[src/rtl/muldiv_if.sv]
// muldiv_if: request/response bundle between the EX stage and muldiv_unit.
//
// Handshake: a request is taken in any cycle where i_start=1 and o_busy=0.
// o_busy stays high from the cycle after acceptance through the completion
// cycle. o_done pulses for exactly one cycle, and o_result is valid in that
// cycle. i_kill aborts whatever is in flight and produces no o_done.
//
// Signals (names as seen from the unit):
//   i_start  request strobe
//   i_op     funct3 code (MUL..REMU)
//   i_data1  rs1 operand (multiplicand / dividend)
//   i_data2  rs2 operand (multiplier / divisor)
//   i_kill   pipeline flush
//   o_busy   unit is not idle
//   o_done   one-cycle completion pulse
//   o_result 32-bit result, held until the next o_done
interface muldiv_if;
  logic        i_start;
  logic [2:0]  i_op;
  logic [31:0] i_data1;
  logic [31:0] i_data2;
  logic        i_kill;
  logic        o_busy;
  logic        o_done;
  logic [31:0] o_result;

  modport master (
    output i_start, i_op, i_data1, i_data2, i_kill,
    input  o_busy, o_done, o_result
  );

  modport slave (
    input  i_start, i_op, i_data1, i_data2, i_kill,
    output o_busy, o_done, o_result
  );
endinterface

[src/rtl/muldiv_unit.sv]
// muldiv_unit: iterative RV32M multiply/divide unit.
//
// A 32-step unsigned shift-add multiply or restoring divide runs on operand
// magnitudes. The sign is reapplied when the result is formed in the FIN
// cycle. Divide-by-zero and signed overflow skip the iterations and go
// straight to FIN.
//
// Ports:
//   i_clk        rising-edge clock
//   i_reset      synchronous active-high reset
//   bus          muldiv_if.slave (start/op/data1/data2/kill in; busy/done/result out)
//   o_dbg_state  current FSM state (0 IDLE, 1 CALC, 2 FIN)
module muldiv_unit (
  input  logic          i_clk,
  input  logic          i_reset,
  muldiv_if.slave       bus,
  output logic [1:0]    o_dbg_state
);

  typedef enum logic [1:0] {
    ST_IDLE = 2'd0,
    ST_CALC = 2'd1,
    ST_FIN  = 2'd2
  } state_t;

  state_t      r_state, w_next;

  logic [2:0]  r_op;
  logic [31:0] r_a;          // multiplicand magnitude (multiply only)
  logic [31:0] r_b;          // divisor magnitude (divide only)
  logic        r_neg;
  logic [4:0]  r_cnt;
  logic        r_special;
  logic [31:0] r_special_val;
  logic [63:0] r_prod;       // {partial product, remaining multiplier bits}
  logic [31:0] r_rem;
  logic [31:0] r_quo;        // dividend shifts out of the top, quotient shifts in
  logic [31:0] r_result;

  // ---------------- accept-time operand conditioning ----------------
  logic        w_sa_op, w_sb_op, w_sign_a, w_sign_b, w_neg;
  logic [31:0] w_mag_a, w_mag_b;
  logic        w_div0, w_ovf, w_special;
  logic [31:0] w_special_val;
  logic        w_accept;

  always_comb begin
    w_sa_op  = (bus.i_op == 3'b001) || (bus.i_op == 3'b010) ||
               (bus.i_op == 3'b100) || (bus.i_op == 3'b110);
    w_sb_op  = (bus.i_op == 3'b001) || (bus.i_op == 3'b100) ||
               (bus.i_op == 3'b110);
    w_sign_a = w_sa_op && bus.i_data1[31];
    w_sign_b = w_sb_op && bus.i_data2[31];
    w_mag_a  = w_sign_a ? (~bus.i_data1 + 32'd1) : bus.i_data1;
    w_mag_b  = w_sign_b ? (~bus.i_data2 + 32'd1) : bus.i_data2;
    // The remainder takes the dividend's sign. Everything else uses the XOR.
    w_neg    = (bus.i_op == 3'b110) ? w_sign_a : (w_sign_a ^ w_sign_b);
    w_div0   = bus.i_op[2] && (bus.i_data2 == 32'd0);
    w_ovf    = ((bus.i_op == 3'b100) || (bus.i_op == 3'b110)) &&
               (bus.i_data1 == 32'h8000_0000) && (bus.i_data2 == 32'hFFFF_FFFF);
    w_special = w_div0 || w_ovf;
    if (w_div0) w_special_val = bus.i_op[1] ? bus.i_data1 : 32'hFFFF_FFFF;
    else        w_special_val = bus.i_op[1] ? 32'd0 : 32'h8000_0000;
    w_accept = (r_state == ST_IDLE) && bus.i_start && !bus.i_kill;
  end

  // ---------------- one iteration of each datapath ----------------
  logic [32:0] w_sum;
  logic [32:0] w_shift;
  logic [32:0] w_diff;

  always_comb begin
    w_sum   = {1'b0, r_prod[63:32]} + (r_prod[0] ? {1'b0, r_a} : 33'd0);
    w_shift = {r_rem, r_quo[31]};
    // The partial remainder is always below the divisor, so bit 32 of the
    // difference is set exactly when the trial subtraction borrows.
    w_diff  = w_shift - {1'b0, r_b};
  end

  // ---------------- final result formation ----------------
  logic [63:0] w_prod_s;
  logic [31:0] w_quo_s, w_rem_s, w_final;

  always_comb begin
    w_prod_s = r_neg ? (~r_prod + 64'd1) : r_prod;
    w_quo_s  = r_neg ? (~r_quo + 32'd1) : r_quo;
    w_rem_s  = r_neg ? (~r_rem + 32'd1) : r_rem;
    if (r_special)       w_final = r_special_val;
    else if (r_op[2])    w_final = r_op[1] ? w_rem_s : w_quo_s;
    else                 w_final = (r_op[1:0] == 2'b00) ? w_prod_s[31:0] : w_prod_s[63:32];
  end

  // ---------------- FSM ----------------
  always_ff @(posedge i_clk) begin
    if (i_reset) r_state <= ST_IDLE;
    else         r_state <= w_next;
  end

  always_comb begin
    w_next = r_state;
    case (r_state)
      ST_IDLE: if (bus.i_start) w_next = w_special ? ST_FIN : ST_CALC;
      ST_CALC: if (r_cnt == 5'd31) w_next = ST_FIN;
      ST_FIN:  w_next = ST_IDLE;
      default: w_next = ST_IDLE;
    endcase
    if (bus.i_kill) w_next = ST_IDLE;
  end

  // ---------------- datapath registers ----------------
  always_ff @(posedge i_clk) begin
    if (i_reset) begin
      r_op          <= 3'd0;
      r_a           <= 32'd0;
      r_b           <= 32'd0;
      r_neg         <= 1'b0;
      r_cnt         <= 5'd0;
      r_special     <= 1'b0;
      r_special_val <= 32'd0;
      r_prod        <= 64'd0;
      r_rem         <= 32'd0;
      r_quo         <= 32'd0;
      r_result      <= 32'd0;
    end else begin
      if (w_accept) begin
        r_op          <= bus.i_op;
        r_a           <= w_mag_a;
        r_b           <= w_mag_b;
        r_neg         <= w_neg;
        r_cnt         <= 5'd0;
        r_special     <= w_special;
        r_special_val <= w_special_val;
        r_prod        <= {32'd0, w_mag_b};
        r_rem         <= 32'd0;
        r_quo         <= w_mag_a;
      end else if (r_state == ST_CALC) begin
        r_cnt <= r_cnt + 5'd1;
        if (!r_op[2]) begin
          r_prod <= {w_sum, r_prod[31:1]};
        end else if (!w_diff[32]) begin
          r_rem <= w_diff[31:0];
          r_quo <= {r_quo[30:0], 1'b1};
        end else begin
          r_rem <= w_shift[31:0];
          r_quo <= {r_quo[30:0], 1'b0};
        end
      end
      if ((r_state == ST_FIN) && !bus.i_kill) r_result <= w_final;
    end
  end

  // In FIN the fresh result is driven through so that it is visible together
  // with DONE. A KILL in that cycle hides both, and the held value stays put.
  assign bus.o_busy   = (r_state != ST_IDLE);
  assign bus.o_done   = (r_state == ST_FIN) && !bus.i_kill;
  assign bus.o_result = bus.o_done ? w_final : r_result;
  assign o_dbg_state  = r_state;

endmodule

[src/flat_wrapper.sv]
// flat-port wrapper written by rule: the top's interface ports become plain ports
module muldiv_unit_flat 
  (i_clk, i_reset, o_dbg_state, bus_i_start, bus_i_op, bus_i_data1, bus_i_data2, bus_i_kill, bus_o_busy, bus_o_done, bus_o_result);
  muldiv_if bus_i ();
  input  logic i_clk;
  input  logic i_reset;
  output logic [1:0] o_dbg_state;
  input wire logic [$bits(bus_i.i_start)-1:0] bus_i_start;
  input wire logic [$bits(bus_i.i_op)-1:0] bus_i_op;
  input wire logic [$bits(bus_i.i_data1)-1:0] bus_i_data1;
  input wire logic [$bits(bus_i.i_data2)-1:0] bus_i_data2;
  input wire logic [$bits(bus_i.i_kill)-1:0] bus_i_kill;
  output wire logic [$bits(bus_i.o_busy)-1:0] bus_o_busy;
  output wire logic [$bits(bus_i.o_done)-1:0] bus_o_done;
  output wire logic [$bits(bus_i.o_result)-1:0] bus_o_result;
  assign bus_i.i_start = bus_i_start;
  assign bus_i.i_op = bus_i_op;
  assign bus_i.i_data1 = bus_i_data1;
  assign bus_i.i_data2 = bus_i_data2;
  assign bus_i.i_kill = bus_i_kill;
  assign bus_o_busy = bus_i.o_busy;
  assign bus_o_done = bus_i.o_done;
  assign bus_o_result = bus_i.o_result;
  muldiv_unit u_core (.i_clk(i_clk), .i_reset(i_reset), .bus(bus_i), .o_dbg_state(o_dbg_state));
endmodule
[config.mk]
export PLATFORM = sky130hd
export DESIGN_NAME = muldiv_unit_flat
export DESIGN_NICKNAME = d
export VERILOG_FILES = /design/src/rtl/muldiv_if.sv /design/src/rtl/muldiv_unit.sv /design/src/flat_wrapper.sv
export SDC_FILE = /design/constraint.sdc
export NUM_CORES = 1
export LEC_CHECK = 0
export CORE_ASPECT_RATIO = 0.6
export CORE_MARGIN = 2
export CORE_UTILIZATION = 60
export DETAILED_ROUTE_END_ITERATION = 6
export PLACE_DENSITY = 0.8
export REMOVE_ABC_BUFFERS = 1
export SLEW_MARGIN = 20
export SYNTH_ARGS = -nofsm -noshare
export SYNTH_HDL_FRONTEND = slang
export SYNTH_SLANG_ARGS = --single-unit
[constraint.sdc]
create_clock -name i_clk -period 9.2 [get_ports i_clk]
set_clock_uncertainty 0.2 [all_clocks]
set_input_delay 0.92 -clock i_clk [delete_from_list [all_inputs] [get_ports i_clk]]
set_output_delay 0.92 -clock i_clk [all_outputs]
set_load 0.02 [all_outputs]
==> qor.txt, run 1 <==
Status = finished clean
Cell total after placement = 2864
Main combinational cell family by area after synthesis = compound AO/OA/AOI/OAI gates
Yosys top cell area share = 0.283
Unrepaired setup endpoints after global routing = false
Fin. Hold Viols = 0
Total leakage power = 8.08 nW
Critical path arrival = 4.87 ns
Grt ovf = 0
EDFF count, synth = 0
Synth top cells by count = 298 x nand2_1, 268 x dfxtp_1, 221 x a21oi_1
Sequential fraction of the synthesis area = 0.283
Compound-Gate Fraction of Synth Area = 0.262
Layout cells sized above 1 = 0.0461
Largest cells by area after synthesis = dfxtp_1 28%, nand2_1 5.9%, a21oi_1 5.8%
Chip Width = 233 um
Routed wire length = 68200 um
WL per Instance = 23.4 um
Slew Limit Fails = 0
Total number of yosys warnings = 0
Multi-input gate area = 0.0127 mm2
Crit Path Class = flip-flop to output port
Count leader, synth = nand2_1
Fmax = 167 MHz
Ys async rst share = 0
CP Launch Point = u_core.r_prod[5]$_SDFFE_PP0P_
Total negative slack = 0 ns
Number of max-cap violations = 0
Reg-to-reg startpoint = u_core.r_rem[19]$_SDFFE_PP0P_
Largest net degree at the start of global routing = 81
Final Critical Period = 5.99 ns
First-pass GRT wire length = 104000 um
DP HPWL = 49800 um
Initial antenna violation count = 2
Area Overhead vs Synth = 11.1%
Clk slew on worst S/H paths = 0.06 ns
Antenna diode instance count = 0
Number of distinct library cells after synthesis = 84
Power Dens Cells = 149 mW/mm2
Drt drc = 0
Post-Layout Cell Count = 2910
CTS H-tree lvls = 1
Pre-CTS setup slack = 4.03 ns
Syn avg cell area = 7.66 um2
Io pins = 107
Worst-Margin Slew = 1.07 ns
Die area = 0.0331 mm2
Clk sinks = 268
Clk_lat worst skew = 0.58 ns
TritonCTS clock tree = done
CTS root buf = clkbuf_16
Post-route cell area = 0.0211 mm2
Pre-antenna DRT Iters = 6
Worst slew margin = 0.284
Hold path startpoint = u_core.r_special_val[28]$_SDFFE_PP0P_
Cell area after synthesis = 0.0189 mm2
Via count = 19754
Final setup viols = 0
Flops & latches, synth = 268
Post-synthesis adder-cell area fraction = 0.0497
Multiplexer share of the synthesized area = 0.0354
Die Y = 142 um
Worst setup EP type = output port
Clock Path Buffers = 3
Ys flop type = dfxtp_1
Core Area = 0.0312 mm2
Post-CTS resize count = 0
Synth Area in XOR/XNOR = 0.104
Vias per Instance = 6.79
Initial Utilization = 0.608
Final period util = 0.651
CP max FO = 13
Total GRT Usage = 0.404
Synth Instances = 2473
Cts bufs inserted = 28
Final WS setup = 3.21 ns
Worst hold path class = flip-flop to flip-flop
Largest area contributor in the netlist = dfxtp_1
Number of cell rows = 50
Hold_ws = 0.246 ns
Post-CTS Hold Fix Bufs = 0
Number of DRC markers in iteration 0 = 2730
Fin nets = 2623
FILL cells = 2632
Number of global-route vias before repair = 17975
Gpl congestion = 0.999
Placed Area = 0.0201 mm2
Startpoint Class = flip-flop
Post-CTS setup buffer count = 0
IO buf count = 106
Synth Area in Simple Gates = 0.219
Data required, critical path = 8.08 ns
Maximum vdd drop = 0.141 mV
Routed Antenna Nets = 0
FF/Latch Area = 0.00537 mm2
==> flip-flops by register name, indices dropped and copies added (netlist names) <==
name and cells:
u_core.r_neg 1, u_core.r_rem 32, u_core.r_cnt 5, u_core.r_prod 64, u_core.r_result 32, u_core.r_special 1
u_core.r_b 32, u_core.r_quo 32, u_core.r_a 32, u_core.r_special_val 32, u_core.o_dbg_state 2, u_core.r_op 3
==> where the power goes <==
part	internal [mW]	leakage (nW)	switching (mW)
clock	0.698	0.454	0.508
sequential	1.21	2.18	0.0568
combinational	0.242	5.44	0.422
total	2.15	8.08	0.987
==> per-layer routing <==
layer	track usage	share of wire	up-vias
li1	-	-	8958
met1	0.595	0.44	9304
met2	0.564	0.40	1319
met3	0.119	0.14	167
met4	0.115	0.030	6
met5	0	0.00066	-
==> cell families after synthesis <==
family | Yosys count
simple gates | 848
compound gates | 769
flops | 268
buf+inv | 227
xor+xnor | 222
fa+ha+maj | 74
mux | 65
==> metrics by stage <==
| step | utilization | power (mW) |
|---|---|---|
| after global routing | 0.676 | 3.23 |
| after global placement | 0.646 | 1.90 |
| after floorplan | - | 1.69 |
| after CTS | 0.676 | 3.09 |
| final | 0.676 | 3.13 |
| after detailed placement | 0.646 | 1.92 |
==> worst max-delay path: stages, from the launching register on <==
cell             delay [ns]
dfxtp_1                0.38
or4_1                  0.65
nor4_1                 0.23
nand4_1                0.57
or4_1                  0.84
o41ai_2                0.50
xnor2_1                0.11
o211ai_1               0.37
nand2_1                0.09
clkdlybuf4s50_1        0.55
==> layout by cell type, fill, tap and decap left out, types with 30 or more instances in the layout <==
cell type / count
or3_1: 49
nand4_1: 32
a211oi_1: 30
ha_1: 72
a31oi_1: 42
mux2i_1: 61
o21ai_0: 156
clkdlybuf4s50_1: 105
nor3_1: 38
a21boi_0: 47
nor2_1: 166
dfxtp_1: 267
nand3_1: 50
nand2_1: 295
inv_1: 67
xor2_1: 98
and2_1: 60
a21oi_1: 221
nand2b_1: 32
xnor2_1: 123
o31ai_1: 51
or4_1: 30
==> area by class of cell <==
cell class | count | share of cell area
clock buffers | 36 | 0.0367
clock inverters | 10 | 0.00725
inverters | 69 | 0.0123
multi-input cells | 1978 | 0.604
flip-flops and latches | 268 | 0.255
well taps | 416 | 0.0247
repair buffers | 133 | 0.0598
==> path summary, 6_finish.rpt <==
check	end	slack [ns]	cells after the start
max	bus_o_result[24]	3.21	9
min	u_core.r_special_val[28]$_SDFFE_PP0P_	0.25	2
max reg2reg	u_core.r_rem[5]$_SDFFE_PP0P_	4.81	11
min reg2reg	u_core.r_special_val[28]$_SDFFE_PP0P_	0.25	2
(Power assumes the default switching activity.)
==> inputs of run 2 (changes only) <==
--- a/config.mk
+++ b/config.mk
@@ -7,9 +7,9 @@
 export LEC_CHECK = 0
 export CORE_ASPECT_RATIO = 0.6
 export CORE_MARGIN = 2
-export CORE_UTILIZATION = 60
+export CORE_UTILIZATION = 55
 export DETAILED_ROUTE_END_ITERATION = 6
-export PLACE_DENSITY = 0.8
+export PLACE_DENSITY = 0.77
 export REMOVE_ABC_BUFFERS = 1
 export SLEW_MARGIN = 20
 export SYNTH_ARGS = -nofsm -noshare
==> constraint.sdc (replaced) <==
create_clock -name i_clk -period 5.11 [get_ports i_clk]
set_clock_uncertainty 0.2 [all_clocks]
set_input_delay 0.511 -clock i_clk [delete_from_list [all_inputs] [get_ports i_clk]]
set_output_delay 0.511 -clock i_clk [all_outputs]
set_load 0.02 [all_outputs]
==> run 2 against run 1 <==
  * Critical path depth grew 1
  * Die area up 8.9%
  * Highest routed layer is now met4
  * Design area is 1.7% higher
  * Routed wire length grew 4.1%
==> qor.txt, run 2 (synthesis gave the netlist of run 1 again) <==
Slew Limit Fails = 0 (unchanged)
First-pass GRT wire length = 107000 um (was 104000 um)
Startpoint Class = flip-flop (unchanged)
Core Area = 0.0338 mm2 (was 0.0312 mm2)
RR Endpoint = u_core.r_prod[63]$_SDFFE_PP0P_ (was u_core.r_rem[5]$_SDFFE_PP0P_)
Number of cell rows = 52 (was 50)
Most common cell after layout, fill and taps aside = nand2_1 (unchanged)
Initial Utilization = 0.560 (was 0.608)
Critical path arrival = 4.32 ns (was 4.87 ns)
Clk_lat worst skew = 0.57 ns (was 0.58 ns)
Total leakage power = 8.22 nW (was 8.08 nW)
Post-CTS Hold Fix Bufs = 0 (unchanged)
R2R Setup Slk = 0.81 ns (was 4.81 ns)
Routed wire length = 71000 um (was 68200 um)
Most frequent cells in the layout = 295 x nand2_1, 267 x dfxtp_1, 221 x a21oi_1, 165 x nor2_1, 155 x o21ai_0 (was 295 x nand2_1, 267 x dfxtp_1, 221 x a21oi_1, 166 x nor2_1, 156 x o21ai_0)
Drt drc = 0 (unchanged)
Routed Antenna Nets = 0 (unchanged)
IO buf count = 106 (unchanged)
Clk sinks = 268 (unchanged)
Total GRT Usage = 0.383 (was 0.404)
Layout cells sized above 1 = 0.0610 (was 0.0461)
Hold path startpoint = i_reset (was u_core.r_special_val[28]$_SDFFE_PP0P_)
Io pins = 107 (unchanged)
Register bank with the most flops = u_core.r_prod (unchanged)
Worst-Margin Slew = 1.11 ns (was 1.07 ns)
Cell total after placement = 2930 (was 2864)
Power Dens Cells = 262 mW/mm2 (was 149 mW/mm2)
Fin nets = 2647 (was 2623)
Chip Width = 244 um (was 233 um)
Data required, critical path = 4.40 ns (was 8.08 ns)
Worst slew margin = 0.260 (was 0.284)
Grt ovf = 0 (unchanged)
CP max FO = 8 (was 13)
WHS Path Cells = 3 (was 2)
Vias per Instance = 6.66 (was 6.79)
Number of max-cap violations = 0 (unchanged)
WL per Instance = 23.8 um (was 23.4 um)
Clk slew on worst S/H paths = 0.07 ns (was 0.06 ns)
TritonCTS clock tree = done (unchanged)
CP Launch Point = u_core.r_rem[2]$_SDFFE_PP0P_ (was u_core.r_prod[5]$_SDFFE_PP0P_)
DP HPWL = 52900 um (was 49800 um)
Total negative slack = 0 ns (unchanged)
Die area = 0.0360 mm2 (was 0.0331 mm2)
Maximum vdd drop = 0.262 mV (was 0.141 mV)
Via count = 19885 (was 19754)
Largest net degree at the start of global routing = 90 (was 81)
Status = finished clean (unchanged)
Final Critical Period = 5.04 ns
Initial antenna violation count = 2 (unchanged)
Die Y = 148 um (was 142 um)
Fmax = 199 MHz
Fin. Hold Viols = 0 (unchanged)
CTS H-tree lvls = 1 (unchanged)
Max reg flops = 64 (unchanged)
Number of DRC markers in iteration 0 = 2634 (was 2730)
Worst hold path class = input pin to flip-flop (was flip-flop to flip-flop)
Post-Layout Cell Count = 2984 (was 2910)
Final setup viols = 0 (unchanged)
Crit Path Class = flip-flop to output port (unchanged)
Pre-antenna DRT Iters = 7 (was 6)
Number of global-route vias before repair = 17956 (was 17975)
CTS root buf = clkbuf_16 (unchanged)
Clock Path Buffers = 3 (unchanged)
Hold_ws = 0.123 ns (was 0.246 ns)
Worst setup EP type = output port (unchanged)
Gpl congestion = 1.02 (was 0.999)
Area Overhead vs Synth = 13.0% (was 11.1%)
Reg-to-reg startpoint = u_core.r_prod[0]$_SDFFE_PP0P_ (was u_core.r_rem[19]$_SDFFE_PP0P_)
Hold Path End = u_core.r_a[4]$_SDFFE_PP0P_ (was u_core.r_special_val[28]$_SDFFE_PP0P_)
Worst reg-to-reg path cell count = 14 (was 11)
Cts bufs inserted = 27 (was 28)
Final period util = 0.985
==> run 2: changes by cell type in the layout (fill, tap and decap cells not counted), sizes merged <==
| cell | change |
|---|---|
| buf | +25 |
| bufinv | -2 |
| clkbuf | +4 |
| clkinv | +1 |
| diode | +2 |
| inv | +1 |
==> run 2: report_power, final <==
part,switching (mW),total [mW],internal (mW),leakage (nW)
clock,0.925,2.12,1.19,0.453
combinational,0.769,1.22,0.451,5.58
sequential,0.108,2.28,2.17,2.18
==> run 2: how the worst max path moves through the flow <==
stage | slack [ns] | end | depth (start not counted)
after floorplan | -4.65 | u_core.r_rem[22]$_SDFFE_PP0P_ | 6
after global placement | 0.007 | bus_o_result[31] | 9
after detailed placement | 0.04 | bus_o_result[31] | 9
after CTS | 0.04 | bus_o_result[31] | 9
final | 0.07 | bus_o_result[30] | 10
after global routing | -0.02 | bus_o_result[24] | 10
==> run 2: cell type report <==
type / instances / area [um2]
Inverter: 69 / 259
Multi-Input combinational cell: 1978 / 12800
Clock inverter: 10 / 110
Sequential cell: 268 / 5370
Timing Repair Buffer: 158 / 1500
Fill cell: 2969 / 12400
Antenna cell: 2 / 5.00
Tap cell: 459 / 574
Clock buffer: 40 / 805
==> run 2: per-layer routing <==
metal  up-vias  routed length [um]  GRT usage
met3       138                9680      0.107
met4         0                1910     0.0963
met5         -                   0          0
li1       9019                   -          -
met1      9438               31800      0.581
met2      1290               27600      0.524
==> run 2: worst max-delay path: stages (launching register included) <==
cell	delay, ns
dfxtp_1	0.37
or3_1	0.50
nor4_1	0.70
nand4_1	0.42
o41ai_2	0.36
xnor2_1	0.10
a221oi_1	0.27
o21ai_0	0.14
a31oi_1	0.26
nor2_1	0.07
clkdlybuf4s50_1	0.54
==> run 2: what timing repair did <==
action	in CTS	in global routing
resized for setup	2	9
setup buffers	0	2
pin swaps	0	3
setup endpoints to repair	1	12
==> run 2: stage by stage <==
| stage | power [mW] | worst slack [ns] | utilization | instance area, um2 |
|---|---|---|---|---|
| global placement | 3.46 | 0.00732 | 0.603 | 20400 |
| CTS | 5.56 | 0.0444 | 0.631 | 21300 |
| global route | 5.80 | -0.0187 | 0.633 | 21400 |
| detailed placement | 3.48 | 0.0426 | 0.603 | 20400 |
| finish | 5.61 | 0.0750 | 0.633 | 21400 |
| floorplan | 3.04 | -4.65 | - | 18300 |
